## config.mk

```make
export PLATFORM = sky130hd
export DESIGN_NAME = fetch_32
export DESIGN_NICKNAME = d
export VERILOG_FILES = /design/src/rtl/fusion_fetch_pkg.sv /design/src/rtl/fetch_skid_buf.sv /design/src/rtl/fetch_32.sv
export SDC_FILE = /design/constraint.sdc
export NUM_CORES = 1
export LEC_CHECK = 0
export BUFFER_PORTS_ARGS = -buffer_cell sky130_fd_sc_hd__buf_4
export CORE_MARGIN = 4
export CORE_UTILIZATION = 45
export CTS_CLUSTER_SIZE = 40
export DETAILED_ROUTE_END_ITERATION = 6
export GPL_TIMING_DRIVEN = 1
export PLACE_DENSITY = 0.76
export SETUP_SLACK_MARGIN = 0.05
export SYNTH_ARGS = -nofsm -noshare
export SYNTH_HDL_FRONTEND = slang
export SYNTH_SLANG_ARGS = --single-unit
```

## constraint.sdc

```tcl
create_clock -name clk_in -period 6.7 [get_ports clk_in]
set_input_delay 0.67 -clock clk_in [delete_from_list [all_inputs] [get_ports clk_in]]
set_output_delay 0.67 -clock clk_in [all_outputs]
set_load 0.02 [all_outputs]
```

## src/rtl/fusion_fetch_pkg.sv

```systemverilog
// Shared constants and state encoding for the Fusion-Core fetch unit.
package fusion_fetch_pkg;
    localparam int INSN_W = 32;
    localparam logic [INSN_W-1:0] FUSION_NOP = 32'h0000_0000;

    typedef enum logic [1:0] {
        ST_RUN  = 2'd0,
        ST_SKID = 2'd1,
        ST_DROP = 2'd2
    } fetch_state_e;

    function automatic logic [31:0] word_align(input logic [31:0] a);
        return {a[31:2], 2'b00};
    endfunction
endpackage

```

## src/rtl/fetch_skid_buf.sv

```systemverilog
// One-entry instruction/PC holding register used while decode is stalled.
module fetch_skid_buf
    import fusion_fetch_pkg::*;
(
    input  logic              clk_in,
    input  logic              reset_in,
    input  logic              load_in,
    input  logic              unload_in,
    input  logic              clear_in,
    input  logic [INSN_W-1:0] data_in,
    input  logic [31:0]       pc_in,
    output logic              full_out,
    output logic [INSN_W-1:0] data_out,
    output logic [31:0]       pc_out
);
    logic              full_d, full_q;
    logic [INSN_W-1:0] data_d, data_q;
    logic [31:0]       pc_d, pc_q;

    always_comb begin
        full_d = full_q;
        data_d = data_q;
        pc_d   = pc_q;
        if (clear_in || unload_in) begin
            full_d = 1'b0;
        end else if (load_in) begin
            full_d = 1'b1;
            data_d = data_in;
            pc_d   = pc_in;
        end
    end

    always_ff @(posedge clk_in) begin
        if (!reset_in) begin
            full_q <= 1'b0;
            data_q <= FUSION_NOP;
            pc_q   <= 32'h0;
        end else begin
            full_q <= full_d;
            data_q <= data_d;
            pc_q   <= pc_d;
        end
    end

    assign full_out = full_q;
    assign data_out = data_q;
    assign pc_out   = pc_q;
endmodule

```

## src/rtl/fetch_32.sv

```systemverilog
// Instruction fetch: one outstanding imem read, one skid word, PC redirects
// from branch resolution that may orphan an in-flight read (DROP state).
module fetch_32
    import fusion_fetch_pkg::*;
#(
    parameter logic [31:0] RESET_PC = 32'h0000_0000
) (
    input  logic              clk_in,
    input  logic              reset_in,
    input  logic              stall_in,
    input  logic              pc_change_rel_in,
    input  logic              pc_change_abs_in,
    input  logic [31:0]       branch_pc_in,
    input  logic [20:0]       offset_in,
    input  logic [31:0]       target_in,
    output logic              imem_req_out,
    output logic [31:0]       imem_addr_out,
    input  logic              imem_ack_in,
    input  logic [INSN_W-1:0] imem_data_in,
    output logic [INSN_W-1:0] insn_out,
    output logic [31:0]       insn_pc_out,
    output logic              insn_valid_out
);
    fetch_state_e      state_d, state_q;
    logic [31:0]       pc_d, pc_q;
    logic [31:0]       drop_addr_d, drop_addr_q;
    logic [INSN_W-1:0] insn_d, insn_q;
    logic [31:0]       insn_pc_d, insn_pc_q;
    logic              valid_d, valid_q;

    logic              redirect, outstanding, ack_ok;
    logic [31:0]       rel_target, target;
    logic              skid_load, skid_unload, skid_clear, skid_full;
    logic [INSN_W-1:0] skid_data;
    logic [31:0]       skid_pc;

    assign redirect   = pc_change_rel_in | pc_change_abs_in;
    assign rel_target = branch_pc_in + {{11{offset_in[20]}}, offset_in};
    assign target     = word_align(pc_change_abs_in ? target_in : rel_target);

    // Skid is only ever full in SKID, so RUN always requests.
    always_comb begin
        imem_req_out  = reset_in && (state_q == ST_RUN || state_q == ST_DROP);
        imem_addr_out = (state_q == ST_DROP) ? drop_addr_q : pc_q;
    end

    assign ack_ok      = imem_req_out && imem_ack_in;
    assign outstanding = imem_req_out && !imem_ack_in;

    always_comb begin
        state_d = state_q;
        case (state_q)
            ST_RUN:  if (ack_ok && stall_in) state_d = ST_SKID;
            ST_SKID: if (!stall_in) state_d = ST_RUN;
            ST_DROP: if (imem_ack_in) state_d = ST_RUN;
            default: state_d = ST_RUN;
        endcase
        if (redirect) state_d = outstanding ? ST_DROP : ST_RUN;
    end

    always_comb begin
        pc_d        = pc_q;
        drop_addr_d = drop_addr_q;
        insn_d      = insn_q;
        insn_pc_d   = insn_pc_q;
        valid_d     = valid_q;
        skid_load   = 1'b0;
        skid_unload = 1'b0;
        skid_clear  = 1'b0;
        if (redirect) begin
            // Any ack in this cycle is dropped; a still-pending one is orphaned.
            pc_d       = target;
            insn_d     = FUSION_NOP;
            valid_d    = 1'b0;
            skid_clear = 1'b1;
            if (outstanding) drop_addr_d = imem_addr_out;
        end else begin
            case (state_q)
                ST_RUN: begin
                    if (ack_ok) begin
                        pc_d = pc_q + 32'd4;
                        if (stall_in) begin
                            skid_load = 1'b1;
                        end else begin
                            insn_d    = imem_data_in;
                            insn_pc_d = pc_q;
                            valid_d   = 1'b1;
                        end
                    end else if (!stall_in) begin
                        insn_d  = FUSION_NOP;
                        valid_d = 1'b0;
                    end
                end
                ST_SKID: begin
                    if (!stall_in) begin
                        insn_d      = skid_data;
                        insn_pc_d   = skid_pc;
                        valid_d     = 1'b1;
                        skid_unload = 1'b1;
                    end
                end
                default: ;
            endcase
        end
    end

    always_ff @(posedge clk_in) begin
        if (!reset_in) begin
            state_q <= ST_RUN;
        end else begin
            state_q <= state_d;
        end
    end

    always_ff @(posedge clk_in) begin
        if (!reset_in) begin
            pc_q        <= RESET_PC;
            drop_addr_q <= RESET_PC;
            insn_q      <= FUSION_NOP;
            insn_pc_q   <= 32'h0;
            valid_q     <= 1'b0;
        end else begin
            pc_q        <= pc_d;
            drop_addr_q <= drop_addr_d;
            insn_q      <= insn_d;
            insn_pc_q   <= insn_pc_d;
            valid_q     <= valid_d;
        end
    end

    fetch_skid_buf u_skid (
        .clk_in    (clk_in),
        .reset_in  (reset_in),
        .load_in   (skid_load),
        .unload_in (skid_unload),
        .clear_in  (skid_clear),
        .data_in   (imem_data_in),
        .pc_in     (pc_q),
        .full_out  (skid_full),
        .data_out  (skid_data),
        .pc_out    (skid_pc)
    );

    assign insn_out       = insn_q;
    assign insn_pc_out    = insn_pc_q;
    assign insn_valid_out = valid_q;

    // Skid occupancy and SKID state must always agree.
    wire unused_ok = skid_full;
endmodule

```

==> run summary, run 1 <==
Floorplanning
* 53 — Site Rows
* 221 — count of pins on the block boundary
* 24000 um^2 — die outline area
* 155 um — Die Span X
* 46.0% — starting density of the core
* 155 um — Die Ht
* 21200 um^2 — area inside the core boundary

Critical path
* output pin — kind of end point of the critical path
* 22 — largest driver fanout on the critical path
* state_q[1]$_SDFFE_PN0P_ — startpoint of the lowest-slack register-to-register path
* insn_pc_out[3]$_SDFFE_PN0P_ — RR Endpoint
* sky130_fd_sc_hd__nand2b_1 — Critical-path top delay cell
* 2.31 ns — data arrival at the endpoint of the critical path
* state_q[1]$_SDFFE_PN0P_ — Critical Path Source
* 4.09 ns — reg2reg setup slack
* 2 — sum of buffers and inverters on the critical path
* flop — critical path startpoint category
* sky130_fd_sc_hd__buf_4 — crit-path most repeated cell
* nand2b_1 > buf_4 > mux2_2 > buf_4 — cell breakdown of the critical path
* imem_addr_out[2] — end point of the critical path
* 0.48 ns — slowest stage delay, CP
* 6 — worst r2r path cells
* buffers and inverters — Crit path max-delay family
* 6.03 ns — CP Data Required Time
* 4 — number of gates on the worst path with buffers counted
* reg -> out — critical path type

Yosys
* 8.33 um^2 — Mean Syn Cell Area
* sky130_fd_sc_hd__dfxtp_1 — dominant synthesized flop cell
* 0 — synth warn
* 1167 — Post-Syn Instances
* 189 — number of flip-flops and latches in the synthesized netlist
* 0 — number of synthesized flops with an enable pin
* 69 — Cell variety after synth
* 0% — share of flip-flops with an asynchronous set or reset after synthesis
* 9720 um^2 — cell area after technology mapping
* 38.9% — sequential element share of the synthesized area

STA
* 0.454 ns — final worst hold slack
* 336 MHz — highest clock rate
* 34.4% — worst slew margin relative to its limit
* 0 — final number of hold-violating endpoints
* 0 — total of endpoints with negative setup slack in the final report
* 0 — Max Transition Viols Final
* false — unrepaired setup endpoints after global routing
* 0.984 ns — transition at the pin with the smallest max-transition slack
* 0 ns — Total Neg Setup Slack
* 0.00924 ns — Clock Skew
* 44.5% — final worst-path cycle share
* 2.98 ns — Period minus WS final

Global routing
* 42500 um — global-route wire length before repair
* 0 — initial antenna violation count
* 21.5% — Tot GR Track Use
* 81 — largest net degree at the start of global routing
* 8394 — vias in the first global route
* 0 — residual overflow from global routing

Power
* 4.93 nW — reported leakage power
* 226 nW/um^2 — cell area power density
* 0.000148 V — largest vdd supply drop

Place
* 1579 — count of placed standard cells including taps
* 216 — Port-buffer cells
* 0.865 — global placer's final weighted congestion
* 19200 um — detailed placer's ending HPWL

Final layout
* 24.0% — post-synthesis to final-layout area growth
* 1610 — filler-free cell count of the finished design
* 57.0% — final core utilization
* 0 — number of antenna diodes
* 23.9% — share of layout cells above drive strength 1
* 5540 um^2 — total area of multi-input combinational cells
* 1900 — number of fillers in the final layout
* 3780 um^2 — footprint of the flip-flops and latches
* 1477 — # nets final

Clock network
* done — clock tree from TritonCTS
* 2 — Longest Clk Path Bufs
* 17 — Num CTS Buffers
* 0.07 ns — clock transition at the register clock pins on the worst setup and hold paths after CTS
* 0 — CTS-repair resized insts
* 0 — cts hold-fix bufs
* 189 — Clock Sink Count
* 4 — H-tree level count
* 0.43 ns — clock insertion delay at the later pin of the skew report
* sky130_fd_sc_hd__clkbuf_16 — clock root buffer
* 0 — buffers inserted during post-CTS setup optimization

Detailed routing
* 26600 um — total length of routed wires
* 710 — first-iteration detailed-routing DRC count
* 5 — number of detailed-routing iterations run before antenna repair
* 0 — Remaining DRCs
* 5.57 — ratio of routed vias to standard cells
* 0 — DRT antenna net count
* 16.5 um — average wire length per cell after detail routing
* 8971 — DR vias

Min path
* reg -> reg — type of the tightest min-delay check

Flow run
* 0 — max capacitance violation total

Status
* complete, no violations — run status

==> worst min path at each step <==
stage	cells past startpoint	start	to	slack, ns
after floorplan	2	u_skid.pc_out[10]$_SDFFE_PN0P_	u_skid.pc_out[10]$_SDFFE_PN0P_	0.44
after global placement	2	u_skid.pc_out[4]$_SDFFE_PN0P_	u_skid.pc_out[4]$_SDFFE_PN0P_	0.44
after detailed placement	2	u_skid.pc_out[6]$_SDFFE_PN0P_	u_skid.pc_out[6]$_SDFFE_PN0P_	0.45
after CTS	2	u_skid.pc_out[6]$_SDFFE_PN0P_	u_skid.pc_out[6]$_SDFFE_PN0P_	0.46
after global routing	2	imem_ack_in	state_q[1]$_SDFFE_PN0P_	0.47
final	2	u_skid.data_out[19]$_SDFFE_PN0P_	u_skid.data_out[19]$_SDFFE_PN0P_	0.45
==> power by group <==
part | switching, W | internal (W) | total [W]
Sequential | 0.0000462 | 0.00116 | 0.00120
Clock | 0.000435 | 0.000621 | 0.00106
Combinational | 0.000256 | 0.000210 | 0.000466
==> worst register-to-register path, stage by stage, from the launching register on <==
cell and delay [ns]:
sky130_fd_sc_hd__dfxtp_1 0.41, sky130_fd_sc_hd__nor2_4 0.13, sky130_fd_sc_hd__buf_4 0.52, sky130_fd_sc_hd__o211a_1 0.68
sky130_fd_sc_hd__buf_4 0.46, sky130_fd_sc_hd__nor2_1 0.10, sky130_fd_sc_hd__a211oi_1 0.22
==> cell usage after synthesis (6+ instances only) <==
master,number,area [um^2]
sky130_fd_sc_hd__mux2_2,33,372
sky130_fd_sc_hd__a21o_1,6,45.0
sky130_fd_sc_hd__ha_1,31,388
sky130_fd_sc_hd__nor2b_1,7,43.8
sky130_fd_sc_hd__nand2_1,166,623
sky130_fd_sc_hd__o21ai_0,31,155
sky130_fd_sc_hd__a22oi_1,35,263
sky130_fd_sc_hd__nand3_1,17,85.1
sky130_fd_sc_hd__xnor2_1,22,193
sky130_fd_sc_hd__nand4_1,10,62.6
sky130_fd_sc_hd__dfxtp_1,189,3780
sky130_fd_sc_hd__and3_1,15,93.8
sky130_fd_sc_hd__mux2i_1,61,611
sky130_fd_sc_hd__xor2_1,18,158
sky130_fd_sc_hd__nand2b_1,6,37.5
sky130_fd_sc_hd__o221ai_1,6,52.6
sky130_fd_sc_hd__clkbuf_1,81,304
sky130_fd_sc_hd__a21oi_1,113,566
sky130_fd_sc_hd__nor3_1,9,45.0
sky130_fd_sc_hd__buf_2,6,30.0
sky130_fd_sc_hd__o21a_1,6,45.0
sky130_fd_sc_hd__o22ai_1,7,43.8
sky130_fd_sc_hd__a211oi_1,73,548
sky130_fd_sc_hd__inv_1,11,41.3
sky130_fd_sc_hd__nor2_1,129,484
==> cell families after synthesis <==
family	count (synthesis)	synth area share [%]
XOR/XNOR	40	3.60
flip-flops	189	38.9
AO/OA/AOI/OAI	315	21.0
multiplexers	94	10.1
AND/OR/NAND/NOR	391	18.0
buffers and inverters	106	4.36
other	1	0.0386
adder cells (fa/ha/maj)	31	3.99
==> final cells by class <==
| type | count | area share [%] |
|---|---|---|
| multi-input cells | 873 | 45.9 |
| flip-flops and latches | 189 | 31.4 |
| repair buffers | 229 | 14.3 |
| clock buffers | 20 | 3.87 |
| well taps | 275 | 2.85 |
| clock inverters | 11 | 1.31 |
| inverters | 13 | 0.425 |
==> layout by cell type (no fill, tap or decap), types with 5 or more instances in the layout <==
master and count:
sky130_fd_sc_hd__and2_1 5, sky130_fd_sc_hd__nor2_1 128, sky130_fd_sc_hd__buf_4 229, sky130_fd_sc_hd__or3_1 5, sky130_fd_sc_hd__mux2i_1 61, sky130_fd_sc_hd__mux2_2 33
sky130_fd_sc_hd__nand2b_1 5, sky130_fd_sc_hd__and3_1 15, sky130_fd_sc_hd__o22ai_1 7, sky130_fd_sc_hd__clkbuf_16 17, sky130_fd_sc_hd__o221ai_1 6, sky130_fd_sc_hd__nand4_1 10
sky130_fd_sc_hd__dfxtp_1 189, sky130_fd_sc_hd__inv_1 11, sky130_fd_sc_hd__xnor2_1 22, sky130_fd_sc_hd__ha_1 31, sky130_fd_sc_hd__a21o_1 6, sky130_fd_sc_hd__a22oi_1 35
sky130_fd_sc_hd__o21ai_0 31, sky130_fd_sc_hd__a211oi_1 73, sky130_fd_sc_hd__nand2_1 166, sky130_fd_sc_hd__o21a_1 6, sky130_fd_sc_hd__nand3_1 17, sky130_fd_sc_hd__nor2b_1 7
sky130_fd_sc_hd__a31oi_1 5, sky130_fd_sc_hd__xor2_1 18, sky130_fd_sc_hd__nor3_1 8, sky130_fd_sc_hd__o211ai_1 5, sky130_fd_sc_hd__a21oi_1 113
==> state kept, by name, summed over array words and instances (netlist names) <==
signal and cells:
drop_addr_q 32, insn_out 32, u_skid.data_out 32, insn_pc_out 30, pc_q 30, u_skid.pc_out 30
state_q 2, insn_valid_out 1
==> per-layer routing <==
layer	wire length [um]	global-route usage [%]	share of wire, %
met5	0	0	0
met4	633	6.98	2.4
met3	1930	4.59	7.3
met2	12200	34.1	46
met1	11900	29.3	45
==> stage by stage <==
stage               power [W]  instance area, um^2  setup WS (ns)
floorplan             0.00152                 9730           3.66
global placement      0.00168                11400           3.39
detailed placement    0.00169                11400           3.34
CTS                   0.00274                12100           3.68
global route          0.00284                12100           3.56
finish                0.00272                12100           3.72
(Power assumes the default switching activity.)
==> run 2, diff against run 1 <==
==> constraint.sdc (replaced) <==
create_clock -name clk_in -period 3 [get_ports clk_in]
set_input_delay 0.3 -clock clk_in [delete_from_list [all_inputs] [get_ports clk_in]]
set_output_delay 0.3 -clock clk_in [all_outputs]
set_load 0.02 [all_outputs]
==> run 2 against run 1 <==
  * Worst hold slack got worse by 0.38 ns
  * Design area up 0.43%
  * Cell count up 0.56%
  * Global-route usage grew 0.30 points
  * Utilization is 0.24 points higher
  * Setup slack worse by 3.3 ns
  * Critical path type unchanged
==> run summary, run 2 (synthesis results as in run 1) <==
Power
* 4.96 nW — reported leakage power, +0.46%
* 0.000335 V — largest vdd supply drop, +130%
* 494 nW/um^2 — cell area power density, +120%

Detailed routing
* 0 — DRT antenna net count, unchanged
* 9050 — DR vias, +0.88%
* 16.7 um — average wire length per cell after detail routing, +1.4%
* 0 — Remaining DRCs, unchanged
* 27100 um — total length of routed wires, +2.0%
* 5.59 — ratio of routed vias to standard cells, +0.32%
* 850 — first-iteration detailed-routing DRC count, +20%
* 6 — number of detailed-routing iterations run before antenna repair, +1

Global routing
* 43200 um — global-route wire length before repair, +1.7%
* 0 — initial antenna violation count, unchanged
* 0 — residual overflow from global routing, unchanged
* 75 — largest net degree at the start of global routing, -7.4%
* 21.8% — Tot GR Track Use, +0.30 points
* 8511 — vias in the first global route, +1.4%

Critical path
* imem_addr_out[5] — end point of the critical path
* reg -> out — critical path type
* state_q[0]$_SDFFE_PN0P_ — Critical Path Source
* sky130_fd_sc_hd__buf_4 — crit-path most repeated cell
* sky130_fd_sc_hd__mux2_2 — Critical-path top delay cell
* 5 — number of gates on the worst path with buffers counted, +1
* buffers and inverters — Crit path max-delay family
* pc_q[4]$_SDFFE_PN0P_ — startpoint of the lowest-slack register-to-register path
* output pin — kind of end point of the critical path
* pc_q[30]$_SDFFE_PN0P_ — RR Endpoint
* 8 — worst r2r path cells, +2
* 2.32 ns — data arrival at the endpoint of the critical path, about the same
* 3 — sum of buffers and inverters on the critical path, +1
* buf_4 > nand2b_1 > buf_4 > mux2_2 > buf_4 — cell breakdown of the critical path
* 0.44 ns — slowest stage delay, CP, -0.04 ns
* 2.70 ns — CP Data Required Time, -3.33 ns
* 0.56 ns — reg2reg setup slack, -3.53 ns
* flop — critical path startpoint category
* 36 — largest driver fanout on the critical path, +64%

Place
* 0.0708 ns — Post-Place Worst Slack, -3.27 ns
* 1587 — count of placed standard cells including taps, +0.51%
* 0.859 — global placer's final weighted congestion, -0.68%
* 19500 um — detailed placer's ending HPWL, +1.9%
* 11500 um^2 — Area after DPL, +0.85%
* 216 — Port-buffer cells, unchanged

STA
* 381 MHz — highest clock rate
* 0.0787 ns — final worst hold slack, -0.376 ns
* 0 — total of endpoints with negative setup slack in the final report, unchanged
* 0 — Max Transition Viols Final, unchanged
* 0 — final number of hold-violating endpoints, unchanged
* 2.62 ns — Period minus WS final
* 0.375 ns — final worst slack, -3.35 ns
* false — unrepaired setup endpoints after global routing
* 0.0118 ns — Clock Skew, +0.00253 ns
* 0 ns — Total Neg Setup Slack, unchanged
* 87.5% — final worst-path cycle share
* 0.786 ns — transition at the pin with the smallest max-transition slack, -0.198 ns
* 47.6% — worst slew margin relative to its limit, +13 points

Clock network
* 0.44 ns — clock insertion delay at the later pin of the skew report, about the same
* done — clock tree from TritonCTS
* 17 — Num CTS Buffers, unchanged
* 0.07 ns — clock transition at the register clock pins on the worst setup and hold paths after CTS, about the same
* 2 — Longest Clk Path Bufs, unchanged
* 0 — buffers inserted during post-CTS setup optimization, unchanged
* 4 — H-tree level count, unchanged
* sky130_fd_sc_hd__clkbuf_16 — clock root buffer
* 189 — Clock Sink Count, unchanged
* 0 — cts hold-fix bufs, unchanged
* 0 — CTS-repair resized insts, unchanged

Final layout
* 0 — number of antenna diodes, unchanged
* sky130_fd_sc_hd__buf_4 — most common cell after layout, fill and taps aside
* sky130_fd_sc_hd__buf_4, sky130_fd_sc_hd__dfxtp_1, sky130_fd_sc_hd__nand2_1 — leading cell types in the layout, fill and taps excluded
* 24.3% — share of layout cells above drive strength 1, +0.44 points
* 24.5% — post-synthesis to final-layout area growth
* 12100 um^2 — Post-Layout Inst Area, +0.43%
* 1619 — filler-free cell count of the finished design, +0.56%
* 1485 — # nets final, +0.54%
* 5540 um^2 — total area of multi-input combinational cells, unchanged
* 3780 um^2 — footprint of the flip-flops and latches, unchanged
* 1902 — number of fillers in the final layout, +0.11%

Floorplanning
* 155 um — Die Ht, unchanged
* 24000 um^2 — die outline area, unchanged
* 21200 um^2 — area inside the core boundary, unchanged
* 221 — count of pins on the block boundary, unchanged
* 46.0% — starting density of the core, unchanged
* 155 um — Die Span X, unchanged
* 53 — Site Rows, unchanged

Flow run
* 0 — max capacitance violation total, unchanged

Status
* complete, no violations — run status

Min path
* in -> reg — type of the tightest min-delay check

-- run 2: worst min path at each step --
stage	from	end	slack [ns]	cells after the start
after floorplan	imem_ack_in	state_q[1]$_SDFFE_PN0P_	0.38	1
after global routing	imem_ack_in	state_q[1]$_SDFFE_PN0P_	0.06	2
after detailed placement	u_skid.pc_out[18]$_SDFFE_PN0P_	u_skid.pc_out[18]$_SDFFE_PN0P_	0.45	2
after CTS	imem_ack_in	state_q[1]$_SDFFE_PN0P_	0.05	2
final	imem_ack_in	state_q[1]$_SDFFE_PN0P_	0.08	2
after global placement	u_skid.pc_out[3]$_SDFFE_PN0P_	u_skid.pc_out[3]$_SDFFE_PN0P_	0.44	2
-- run 2: power breakdown --
group / total, W / internal (W) / switching, W
Combinational: 0.00105 / 0.000478 / 0.000577
Sequential: 0.00268 / 0.00258 / 0.000104
Clock: 0.00224 / 0.00118 / 0.00106
-- run 2: per-stage QoR --
stage	util (%)	total power, W
floorplan	-	0.00339
global placement	54.5	0.00377
detailed placement	54.5	0.00379
CTS	57.2	0.00602
global route	57.2	0.00624
finish	57.2	0.00598
-- run 2: area by class of cell --
cell class                      instances  area share (%)
Multi-Input combinational cell        873            45.7
Sequential cell                       189            31.2
Timing Repair Buffer                  237            15.0
Clock buffer                           18            3.54
Tap cell                              275            2.84
Clock inverter                         14            1.23
Inverter                               13           0.424
-- run 2: worst register-to-register path, delay by kind of cell, from the launching register on --
family | cells | cell delay (ns)
DFF | 1 | 0.53
and+or+nand+nor | 5 | 1.41
AOI/OAI and AO/OA | 2 | 0.28
xor gates and xnor gates | 1 | 0.17
-- run 2: per-layer routing --
metal	wire length, um	part of all wire, %	GRT usage (%)	up-vias
met5	0	0	0	-
met4	757	2.8	8.41	0
li1	-	-	-	4484
met3	1820	6.7	3.78	50
met2	12400	46	34.3	356
met1	12100	45	29.9	4160
==> run 3, diff against run 2 <==
--- a/config.mk
+++ b/config.mk
@@ -8,9 +8,10 @@
 export BUFFER_PORTS_ARGS = -buffer_cell sky130_fd_sc_hd__buf_4
 export CORE_MARGIN = 4
 export CORE_UTILIZATION = 45
+export CTS_BUF_LIST = sky130_fd_sc_hd__clkbuf_4 sky130_fd_sc_hd__clkbuf_8
 export CTS_CLUSTER_SIZE = 40
 export DETAILED_ROUTE_END_ITERATION = 6
-export GPL_TIMING_DRIVEN = 1
+export GPL_TIMING_DRIVEN = 0
 export PLACE_DENSITY = 0.76
 export SETUP_SLACK_MARGIN = 0.05
 export SYNTH_ARGS = -nofsm -noshare
==> run 3 against run 2 <==
  * Design area fell by 0.12%
  * Sequential share of layout area barely moved
  * Register-to-register slack got worse by 0.13 ns
  * Sequential power barely moved
  * Clock power fell by 21%
  * Global-route usage rose by 1.9 points
  * Die area did not move
  * Worst hold slack got worse by 0.025 ns
  * Highest routed layer unchanged
  * Clock-buffer cell count fell by 1
==> run summary, run 3 (synthesis results as in run 1) <==
Critical path
* state_q[0]$_SDFFE_PN0P_ — startpoint of the lowest-slack register-to-register path
* reg -> out — critical path type
* sky130_fd_sc_hd__clkbuf_2 — Critical-path top delay cell
* 4 — sum of buffers and inverters on the critical path, +1
* 0.40 ns — slowest stage delay, CP, -0.04 ns
* output pin — kind of end point of the critical path
* 13 — worst r2r path cells, +5
* 2.45 ns — data arrival at the endpoint of the critical path, +0.13 ns
* 2.70 ns — CP Data Required Time, about the same
* imem_addr_out[21] — end point of the critical path
* pc_q[16]$_SDFFE_PN0P_ — RR Endpoint
* 6 — number of gates on the worst path with buffers counted, +1
* 0.43 ns — reg2reg setup slack, -0.13 ns
* buf_2 > nand2b_1 > clkbuf_1 > clkbuf_2 > mux2_2 > buf_4 — cell breakdown of the critical path
* buffers and inverters — Crit path max-delay family
* flop — critical path startpoint category
* state_q[0]$_SDFFE_PN0P_ — Critical Path Source
* 10 — largest driver fanout on the critical path, -72%

Global routing
* 46100 um — global-route wire length before repair, +6.6%
* 23.8% — Tot GR Track Use, +1.9 points
* 19 — largest net degree at the start of global routing, -75%
* 0 — initial antenna violation count, unchanged
* 9029 — vias in the first global route, +6.1%
* 0 — residual overflow from global routing, unchanged
* 39.3% — GR Layer Usage met2, +5.0 points
* met2 — most used routing layer in global routing
* 4.87% — GR Layer Usage met3, +1.1 points
* 30.3% — global routing met1 resource utilization, +0.37 points

Power
* 30.7% — switching portion of total power, +1.6 points
* 0.000240 V — largest vdd supply drop, -29%
* 458 nW/um^2 — cell area power density, -7.4%
* 48.0% — sequential fraction of design power, +3.1 points
* 0.00554 W — total power, -7.5%
* 4.91 nW — reported leakage power, -0.90%
* 31.7% — clock network fraction of total power, -5.8 points
* 0.00170 W — net switching power of the design, -2.5%
* 20.3% — Comb pwr share, +2.7 points
* 0.00384 W — P_int, -9.5%

Final layout
* 1555 — # nets final, +4.7%
* 22.3% — share of layout cells above drive strength 1, -2.1 points
* 1983 — number of fillers in the final layout, +4.3%
* sky130_fd_sc_hd__buf_4, sky130_fd_sc_hd__dfxtp_1, sky130_fd_sc_hd__nand2_1 — leading cell types in the layout, fill and taps excluded
* 0 — number of antenna diodes, unchanged
* 12100 um^2 — Post-Layout Inst Area, -0.12%
* 24.4% — post-synthesis to final-layout area growth
* sky130_fd_sc_hd__buf_4 — most common cell after layout, fill and taps aside

Clock network
* 189 — Clock Sink Count, unchanged
* 0 — buffers inserted during post-CTS setup optimization, unchanged
* 17 — Num CTS Buffers, unchanged
* 2 — Longest Clk Path Bufs, unchanged
* 4 — H-tree level count, unchanged
* sky130_fd_sc_hd__clkbuf_8 — clock root buffer
* 0.10 ns — clock transition at the register clock pins on the worst setup and hold paths after CTS, +0.03 ns
* 0.48 ns — clock insertion delay at the later pin of the skew report, +0.04 ns
* done — clock tree from TritonCTS

Floorplanning
* 46.0% — starting density of the core, unchanged
* 21200 um^2 — area inside the core boundary, unchanged
* 155 um — Die Ht, unchanged
* 24000 um^2 — die outline area, unchanged
* 53 — Site Rows, unchanged
* 221 — count of pins on the block boundary, unchanged
* 155 um — Die Span X, unchanged

Status
* complete, no violations — run status

Detailed routing
* 17.4 um — average wire length per cell after detail routing, +3.8%
* 793 — first-iteration detailed-routing DRC count, -6.7%
* 9455 — DR vias, +4.5%
* 5.60 — ratio of routed vias to standard cells, +0.15%
* 0 — DRT antenna net count, unchanged
* 0 — Remaining DRCs, unchanged
* 29400 um — total length of routed wires, +8.3%
* 5 — number of detailed-routing iterations run before antenna repair, -1

STA
* 2.75 ns — Period minus WS final, +0.120 ns
* 36.4% — worst slew margin relative to its limit, -11 points
* 0 — Max Transition Viols Final, unchanged
* false — unrepaired setup endpoints after global routing
* 0 — total of endpoints with negative setup slack in the final report, unchanged
* 0.947 ns — transition at the pin with the smallest max-transition slack, +0.161 ns
* 91.5% — final worst-path cycle share, +4.0 points
* 0 — final number of hold-violating endpoints, unchanged
* 0 ns — Total Neg Setup Slack, unchanged
* 364 MHz — highest clock rate, -4.4%
* 0.0169 ns — Clock Skew, +0.00512 ns

Place
* 214 — Port-buffer cells, -0.93%
* 0.891 — global placer's final weighted congestion, +3.7%
* 22900 um — detailed placer's ending HPWL, +17%
* 11700 um^2 — Area after DPL, +1.3%

Min path
* in -> reg — type of the tightest min-delay check

Flow run
* 0 — max capacitance violation total, unchanged

-- run 3: how the worst min path moves through the flow --
| stage | start | end | slack (ns) | cells after the start |
|---|---|---|---|---|
| 2_1_floorplan | imem_ack_in | state_q[1]$_SDFFE_PN0P_ | 0.38 | 1 |
| 3_3_place_gp | u_skid.pc_out[4]$_SDFFE_PN0P_ | u_skid.pc_out[4]$_SDFFE_PN0P_ | 0.44 | 2 |
| 3_5_place_dp | u_skid.pc_out[13]$_SDFFE_PN0P_ | u_skid.pc_out[13]$_SDFFE_PN0P_ | 0.45 | 2 |
| 4_1_cts | imem_ack_in | state_q[1]$_SDFFE_PN0P_ | 0.02 | 2 |
| 5_1_grt | target_in[2] | pc_q[2]$_SDFFE_PN0P_ | 0.03 | 3 |
| 6_report | target_in[7] | pc_q[7]$_SDFFE_PN0P_ | 0.05 | 3 |
-- run 3: power by group through the flow --
stage               logic, W  registers [W]  clock network [W]
finish               0.00112        0.00266            0.00176
global route         0.00123        0.00267            0.00189
CTS                  0.00112        0.00265            0.00178
detailed placement   0.00111        0.00271                  0
global placement     0.00109        0.00271                  0
floorplan           0.000679        0.00271                  0
-- run 3: tightest hold or removal path, delay by kind of cell --
family	cells	cell delay (ns)
AOI/OAI and AO/OA	1	0.05
and+or+nand+nor	1	0.07
buffers and inverters	1	0.08
-- run 3: layout make-up --
type	instances	area, um^2	area share [%]
buffer	93	379	3.13
clock buffer	17	234	1.93
clock inverter	15	179	1.48
inverter	13	48.8	0.403
multi-input combinational	873	5520	45.6
sequential	189	3780	31.3
tap	275	344	2.85
timing repair buffer	214	1610	13.3
-- run 3: metrics by stage --
stage | std cells | utilization [%] | hold WS [ns] | setup WS [ns]
after floorplan | 1168 | - | 0.378 | 0.333
after global placement | 1657 | 55.2 | 0.441 | 0.0446
after detailed placement | 1657 | 55.2 | 0.446 | 0.0431
after CTS | 1689 | 57.2 | 0.0239 | 0.0806
after global routing | 1689 | 57.2 | 0.0301 | 0.127
final | 1689 | 57.2 | 0.0541 | 0.255
-- run 3: routing by layer --
metal  routed length [um]  part of all wire [%]
met1                12200                    41
met2                13700                    47
met3                 2430                   8.3
met4                 1030                   3.5
met5                    0                     0
-- run 3: repair_timing --
action | CTS | global route
setup endpoints to repair | 10 | 17
hold buffers | 0 | 0
gates resized for setup | 1 | 4
